$ cat config.mk
export PLATFORM = sky130hd
export DESIGN_NAME = cache_req_queue
export DESIGN_NICKNAME = d
export VERILOG_FILES = /design/src/rtl/cache_req_queue.sv
export SDC_FILE = /design/constraint.sdc
export NUM_CORES = 1
export LEC_CHECK = 0
export CORE_MARGIN = 2
export CORE_UTILIZATION = 40
export DETAILED_ROUTE_END_ITERATION = 6
export PLACE_DENSITY_LB_ADDON = 0.1
export SLEW_MARGIN = 20
export SYNTH_ARGS = -nofsm -noshare
export SYNTH_HDL_FRONTEND = slang
export SYNTH_SLANG_ARGS = --single-unit
$ cat constraint.sdc
create_clock -name clk -period 4.4 [get_ports clk]
set_input_delay 0.66 -clock clk [delete_from_list [all_inputs] [get_ports clk]]
set_output_delay 0.66 -clock clk [all_outputs]
set_load 0.01 [all_outputs]
$ cat src/rtl/cache_req_queue.sv
// FIFO request buffer between the LSU and the cache controller, with synchronous flush.
// Optional same-cycle empty-queue bypass when CACHE_REQQ_BYPASS_EN is defined.
module cache_req_queue #(
  parameter int DEPTH = 4,
  localparam int CW = $clog2(DEPTH + 1)
) (
  input  logic          clk,
  input  logic          rst_n,
  input  logic          flush,
  input  logic          in_valid,
  output logic          in_ready,
  input  logic [31:0]   in_addr,
  input  logic          in_we,
  input  logic [31:0]   in_wdat,
  output logic          out_valid,
  input  logic          out_ready,
  output logic [31:0]   out_addr,
  output logic          out_we,
  output logic [31:0]   out_wdat,
  output logic [CW-1:0] count
);
  localparam int AW = $clog2(DEPTH);

  logic [31:0]   addr_mem [DEPTH];
  logic          we_mem   [DEPTH];
  logic [31:0]   wdat_mem [DEPTH];
  logic [AW-1:0] wp;
  logic [AW-1:0] rp;
  logic [CW-1:0] cnt;

  logic empty;
  logic full;
  logic q_valid;
  logic push;
  logic pop;
  logic bypass;
  logic show_in;

  // Handshakes: a transfer happens on an edge where valid & ready are both 1;
  // a presented packet stays stable until accepted, and ready never waits on valid.
  assign empty    = (cnt == '0);
  assign full     = (cnt == CW'(DEPTH));
  assign in_ready = ~full & ~flush;
  assign q_valid  = ~empty & ~flush;
  assign pop      = q_valid & out_ready;

`ifdef CACHE_REQQ_BYPASS_EN
  // Empty queue forwards the input directly; it is stored only if not consumed.
  assign show_in = empty & in_valid & ~flush;
  assign bypass  = show_in & out_ready;
`else
  assign show_in = 1'b0;
  assign bypass  = 1'b0;
`endif

  assign push      = in_valid & in_ready & ~bypass;
  assign out_valid = q_valid | show_in;
  assign count     = cnt;

  always_comb begin
    out_addr = '0;
    out_we   = 1'b0;
    out_wdat = '0;
    if (show_in) begin
      out_addr = in_addr;
      out_we   = in_we;
      out_wdat = in_wdat;
    end else if (q_valid) begin
      out_addr = addr_mem[rp];
      out_we   = we_mem[rp];
      out_wdat = wdat_mem[rp];
    end
  end

  always_ff @(posedge clk) begin
    if (!rst_n) begin
      wp  <= '0;
      rp  <= '0;
      cnt <= '0;
    end else if (flush) begin
      wp  <= '0;
      rp  <= '0;
      cnt <= '0;
    end else begin
      if (push) wp <= wp + AW'(1);
      if (pop)  rp <= rp + AW'(1);
      case ({push, pop})
        2'b10:   cnt <= cnt + CW'(1);
        2'b01:   cnt <= cnt - CW'(1);
        default: cnt <= cnt;
      endcase
    end
  end

  // Storage is deliberately left unreset; pointers alone define validity.
  always_ff @(posedge clk) begin
    if (rst_n && push) begin
      addr_mem[wp] <= in_addr;
      we_mem[wp]   <= in_we;
      wdat_mem[wp] <= in_wdat;
    end
  end
endmodule

Word level (Yosys, flattened, before mapping) --
Memories as Yosys holds them, arrays and structs flattened. A register that Yosys moved wholly into a read port is not among the register bits. Cells that the tools add are included.
Storage, ports and cells: bits of input ports 70, latch bits 0, memories 3, memory bits (writable) 260, memory bits (read-only) 0, output and inout port bits 70, word-level logic and storage cells 37, bits in registers 7
Cells by class: $mul 0, reduce and logical (&&, ||, !) cells 4, shift operators 0, eq/ne operators 3, div/mod/pow operators 0, multiplexer cells 12, add/subtract/negate cells 4, bitwise logic cells 8, magnitude comparators 0
Memories:
- addr_mem | words 4, bits a word 32, rd ports 1, clocked after Yosys merged registers in 1, write ports 1, line 24 | logic [31:0] addr_mem [DEPTH];
- wdat_mem | words 4, bits a word 32, rd ports 1, clocked after Yosys merged registers in 1, write ports 1, line 26 | logic [31:0] wdat_mem [DEPTH];
- we_mem | words 4, bits a word 1, rd ports 1, clocked after Yosys merged registers in 1, write ports 1, line 25 | logic we_mem [DEPTH];
Operators with widths (count):
- 32-bit 2-to-1 mux | 2
- 2-bit 2-to-1 mux | 6
- 3-bit case mux with 2 select lines | 1
- 2-bit by 1-bit adder with 2-bit output, second input constant | 2
- 1-bit bitwise AND | 4
- 1-bit NOT | 4
- 3-bit by 1-bit adder with 3-bit output, second input constant | 1
- 3-bit equality test, second input constant | 1
- 3-bit logical NOT | 1
- 1-bit 2-to-1 mux | 3
- 3-bit by 1-bit subtractor with 3-bit output, second input constant | 1
- 2-bit by 1-bit equality test with 1-bit output, second input constant | 1
- 2-bit equality test, second input constant | 1
- 2-bit nonzero test | 1
- 2-bit OR reduction | 1
- 1-bit logical AND | 1

Logic depth before layout (Yosys ltp) --
depth in word-level cells 7, depth in mapped cells 10, gate-level depth less buffers 9

Worst setup path before layout --
Ideal clock, no wire load.
kind input to register, start point input flush, end point memory addr_mem[0][0] (enable), data required time 3970 ps, arrival time 2835 ps, slack 1135 ps, buffers on the path 1, cell stages on the path 4, path through clkbuf_1 -> nor2b_1 -> and2_1 -> and3_1
Between the ends: cells in the longest elaborated chain, start to end 6
Ends and longest elaborated chain:
- start, declared | line 9 | input logic flush,
- 1-bit NOT | line 43 | assign in_ready = ~full & ~flush;
- 1-bit bitwise AND | line 43
- 1-bit bitwise AND | line 56 | assign push = in_valid & in_ready & ~bypass;
- 1-bit logical AND | line 97 | if (rst_n && push) begin
- 1-bit 2-to-1 mux | line 97
- 1-bit 2-to-1 mux (implied by the code) | line 98 | addr_mem[wp] <= in_addr;
- end, declared | line 24
Every way passes these cells.

==> impl_metrics.prom <==
# TYPE chip_impl_metric gauge
chip_impl_metric{name="post_synthesis_instance_area",unit="um^2"} 10300
chip_impl_metric{name="avgSynthCellArea",unit="um^2"} 22.0
chip_impl_metric{name="cell_count_after_synthesis",unit=""} 469
chip_impl_metric{name="synth-compound-area-share",unit="%"} 0.812
chip_impl_metric{name="die_height",unit="um"} 165
chip_impl_metric{name="ctsHoldBuffers",unit=""} 0
chip_impl_metric{name="seqCellArea",unit="um^2"} 8000
chip_impl_metric{name="worstHoldPathCells",unit=""} 2
chip_impl_metric{name="final_antenna_net_count",unit=""} 0
chip_impl_metric{name="layout-area-overhead-vs-synth",unit="%"} 26.2
chip_impl_metric{name="worst_ep_required_time",unit="ps"} 3740
chip_impl_info{name="regToRegEndpoint",value="count[2]$_SDFFE_PP0P_"} 1
chip_impl_metric{name="fillerInstances",unit=""} 2049
chip_impl_metric{name="post_synth_and_or_nand_nor_area_fraction",unit="%"} 5.11
chip_impl_metric{name="timing.reg2reg.setup_slack",unit="ps"} 1930
chip_impl_metric{name="total_i_o_pin_count",unit=""} 140
chip_impl_info{name="min_from",value="rp[1]$_SDFFE_PP0P_"} 1
chip_impl_info{name="grt_setup_unrepaired",value="false"} 1
chip_impl_metric{name="total_track_usage",unit="%"} 14.9
chip_impl_metric{name="critical_path_arrival",unit="ps"} 2850
chip_impl_info{name="cp-end-kind",value="output port"} 1
chip_impl_metric{name="tightestPinTransition",unit="ps"} 671
chip_impl_metric{name="postcts_resize_cnt",unit=""} 0
chip_impl_metric{name="post_route_drc_violation_count",unit=""} 0
chip_impl_info{name="worst_hold_path_type",value="reg -> reg"} 1
chip_impl_metric{name="synth_adder_area_share",unit="%"} 0.799
chip_impl_metric{name="final.min_clock_period",unit="ps"} 3510
chip_impl_info{name="status",value="completed"} 1
chip_impl_metric{name="finalHoldViolations",unit=""} 0
chip_impl_metric{name="clk_pin_slew_worst_setup_hold_paths",unit="ps"} 60
chip_impl_metric{name="clk_latency",unit="ps"} 530
chip_impl_metric{name="grt.overflow.total",unit=""} 0
chip_impl_metric{name="post_synth_xor_area_fraction",unit="%"} 0.170
chip_impl_metric{name="cts_buf_count",unit=""} 29
chip_impl_metric{name="core_area",unit="um^2"} 25300
chip_impl_metric{name="maximum_count_of_clock_buffers_along_a_single_path",unit=""} 3
chip_impl_metric{name="cts_sinks",unit=""} 269
chip_impl_metric{name="multi_input_area",unit="um^2"} 2200
chip_impl_metric{name="max_slew_margin",unit="%"} 55.3
chip_impl_metric{name="antenna_found_initial",unit=""} 1
chip_impl_metric{name="crit_fanout",unit=""} 31
chip_impl_metric{name="period_utilization_post_route",unit="%"} 79.8
chip_impl_metric{name="post_cts_buffers",unit=""} 0
chip_impl_metric{name="synth_seq_area_share",unit="%"} 77.3
chip_impl_metric{name="dpl_cell_area",unit="um^2"} 12200
chip_impl_metric{name="fp.dieArea",unit="um^2"} 27100
chip_impl_metric{name="synth.yosys.warnings",unit=""} 0
chip_impl_metric{name="setup-violations-final",unit=""} 0
chip_impl_metric{name="post_drt_wl_per_cell",unit="um"} 20.2
chip_impl_metric{name="pre_repair_dr_iteration_count",unit=""} 4
chip_impl_info{name="synth_top_family_by_area",value="multiplexers"} 1
chip_impl_metric{name="finalWeightedCongestion",unit=""} 0.689
chip_impl_metric{name="floorplan.initialDensity",unit="%"} 40.9
chip_impl_info{name="cts.root.buffer_cell",value="clkbuf_16"} 1
chip_impl_info{name="type_of_origin_of_the_critical_path",value="flop"} 1
chip_impl_metric{name="vias_per_cell",unit=""} 5.07
chip_impl_metric{name="post-dp-hpwl",unit="mm"} 11.5
chip_impl_metric{name="grt_first_pass_wirelength",unit="mm"} 30.3
chip_impl_info{name="crit_path_top_delay_cell",value="dfxtp_4"} 1
chip_impl_metric{name="maximum_operating_frequency",unit="GHz"} 0.285
chip_impl_metric{name="antenna_diode_instance_count",unit=""} 0
chip_impl_metric{name="clock-skew-final",unit="ps"} 10.1
chip_impl_metric{name="tns",unit="ps"} 0
chip_impl_info{name="worst-setup-path-type",value="reg -> out"} 1
chip_impl_metric{name="grt_start_max_net_pins",unit=""} 69
chip_impl_metric{name="first_global_vias",unit=""} 5424
chip_impl_metric{name="placement.io_buffers",unit=""} 139
chip_impl_metric{name="final_layout_net_count",unit=""} 703
chip_impl_metric{name="yosys_cell_types",unit=""} 30
chip_impl_metric{name="h_tree_level_count",unit=""} 1
chip_impl_info{name="crit_chain",value="buf_12, mux4_2, and2_1, clkdlybuf4s50_1"} 1
chip_impl_metric{name="synth.ff_latch_count",unit=""} 269
chip_impl_metric{name="num_rows",unit=""} 58
chip_impl_metric{name="synth.area.mux_share",unit="%"} 14.2
chip_impl_metric{name="power.static_leakage",unit="nW"} 4.06
chip_impl_metric{name="die_width",unit="um"} 165
chip_impl_metric{name="routed_wl",unit="mm"} 19.8
chip_impl_info{name="worst_r2r_startpoint",value="count[2]$_SDFFE_PP0P_"} 1
chip_impl_metric{name="final_design_area_no_fill",unit="um^2"} 13000
chip_impl_info{name="cts_tree",value="built"} 1
chip_impl_metric{name="largest_stage_delay_on_the_critical_path",unit="ps"} 760
chip_impl_metric{name="layout-drive-gt1-share",unit="%"} 18.5
chip_impl_metric{name="max_cap_viol_count",unit=""} 0
chip_impl_metric{name="detailedRoute.firstIterationViolations",unit=""} 272
chip_impl_metric{name="power.density_cell_area",unit="nW/um^2"} 403
chip_impl_metric{name="detailroute.via_count",unit=""} 4955
chip_impl_metric{name="ir_worst_vdd",unit="mV"} 0.279
chip_impl_metric{name="slew_viol_final",unit=""} 0
chip_impl_metric{name="synthesis.nets",unit=""} 545
chip_impl_metric{name="timing.reg2reg.worst_path_depth",unit=""} 9
-- Yosys cell counts --
cell type  instances  area [um^2]
or4_1              1         7.51
a21o_1             1         7.51
buf_6              6         67.6
or3_1              1         6.26
mux4_2            65         1460
nor3_1             1         5.00
o21ai_0            1         5.00
o31ai_1            1         7.51
inv_1              7         26.3
nand2_1            1         3.75
a31o_2             3         26.3
ha_1               5         62.6
dfxtp_1            9          180
clkbuf_1           6         22.5
nand3_1            1         5.00
or3b_1             1         8.76
and2_1            66          413
o311a_1            1         10.0
fa_1               1         20.0
buf_2              9         45.0
nor2b_1            3         18.8
a211oi_1           1         7.51
clkbuf_2           1         5.00
and3_1             4         25.0
nor2_1             5         18.8
a21oi_1            4         20.0
nand2b_1           1         6.26
nor3_2             1         10.0
xor2_1             2         17.5
edfxtp_1         260         7810
-- stage by stage --
step	worst slack (ps)	power [mW]	util, %	std cells	hold slack [ps]
5_1_grt	662	5.44	51.6	978	547
3_3_place_gp	952	3.07	48.2	926	459
3_5_place_dp	935	3.08	48.2	926	478
2_1_floorplan	1130	2.95	-	469	453
4_1_cts	762	5.31	51.6	978	491
6_report	890	5.26	51.6	978	487
-- critical path, delay by kind of cell (launching register included) --
| kind | cells | cell delay, ps |
|---|---|---|
| buf+inv | 2 | 780 |
| flops | 1 | 760 |
| mux | 1 | 560 |
| simple gates | 1 | 170 |
-- per-layer routing --
layer	global-route usage [%]	vias up	wire length, um
met5	0	-	0
met4	3.52	0	406
met3	3.21	31	1120
met2	25.9	137	9930
met1	19.1	2559	8300
li1	-	2228	-
-- how the worst max path moves through the flow --
stage | start | to | slack, ps
2_1_floorplan | flush | addr_mem[0][0]$_DFFE_PP_ | 1130
3_3_place_gp | flush | out_wdat[28] | 950
3_5_place_dp | flush | out_wdat[28] | 940
4_1_cts | flop | out_wdat[1] | 760
5_1_grt | flop | out_wdat[0] | 660
6_report | flop | out_wdat[1] | 890
-- report_power, final --
part | internal, mW | switching (mW) | leakage, nW
clock | 1.32 | 0.911 | 0.419
sequential | 2.83 | 0.00677 | 2.42
combinational | 0.105 | 0.0807 | 1.22
-- placed cells by master, fill, tap and decap left out --
cell / instances
a211oi_1: 1
a21o_1: 1
a21oi_1: 4
a31o_2: 3
and2_1: 66
and3_4: 4
buf_12: 5
buf_4: 5
bufinv_16: 2
clkbuf_1: 9
clkbuf_16: 29
clkdlybuf4s50_1: 139
clkinv_1: 9
clkinv_2: 1
clkinvlp_4: 1
dfxtp_1: 7
dfxtp_4: 2
edfxtp_1: 260
fa_1: 1
ha_1: 5
inv_1: 7
inv_6: 1
mux4_2: 65
nand2_1: 1
nand2b_1: 1
nand3_1: 1
nor2_1: 4
nor2_4: 1
nor2b_1: 3
nor3_1: 1
nor3_2: 1
o21ai_0: 1
o311a_1: 1
o31ai_1: 1
or3_1: 1
or3b_1: 1
or4_1: 1
xor2_1: 2
-- cell families (layout without fill, tap and decap cells) --
group | after synthesis | in the layout
buf+inv | 29 | 208
mux | 65 | 65
flops | 269 | 269
fa+ha+maj | 6 | 6
compound gates | 12 | 12
xor+xnor | 2 | 2
simple gates | 86 | 86
-- sequential cells by signal (all words and copies together), names as in the netlist, named ones only --
register,count
addr_mem,128
wdat_mem,128
we_mem,4
count,3
rp,2
wp,2
-- cell type report --
class | instances | share of cell area (%)
clock buffers | 38 | 5.82
well taps | 330 | 3.17
clock inverters | 14 | 0.883
multi-input cells | 171 | 16.9
inverters | 7 | 0.201
repair buffers | 149 | 11.7
flip-flops and latches | 269 | 61.3
(Power assumes the default switching activity.)
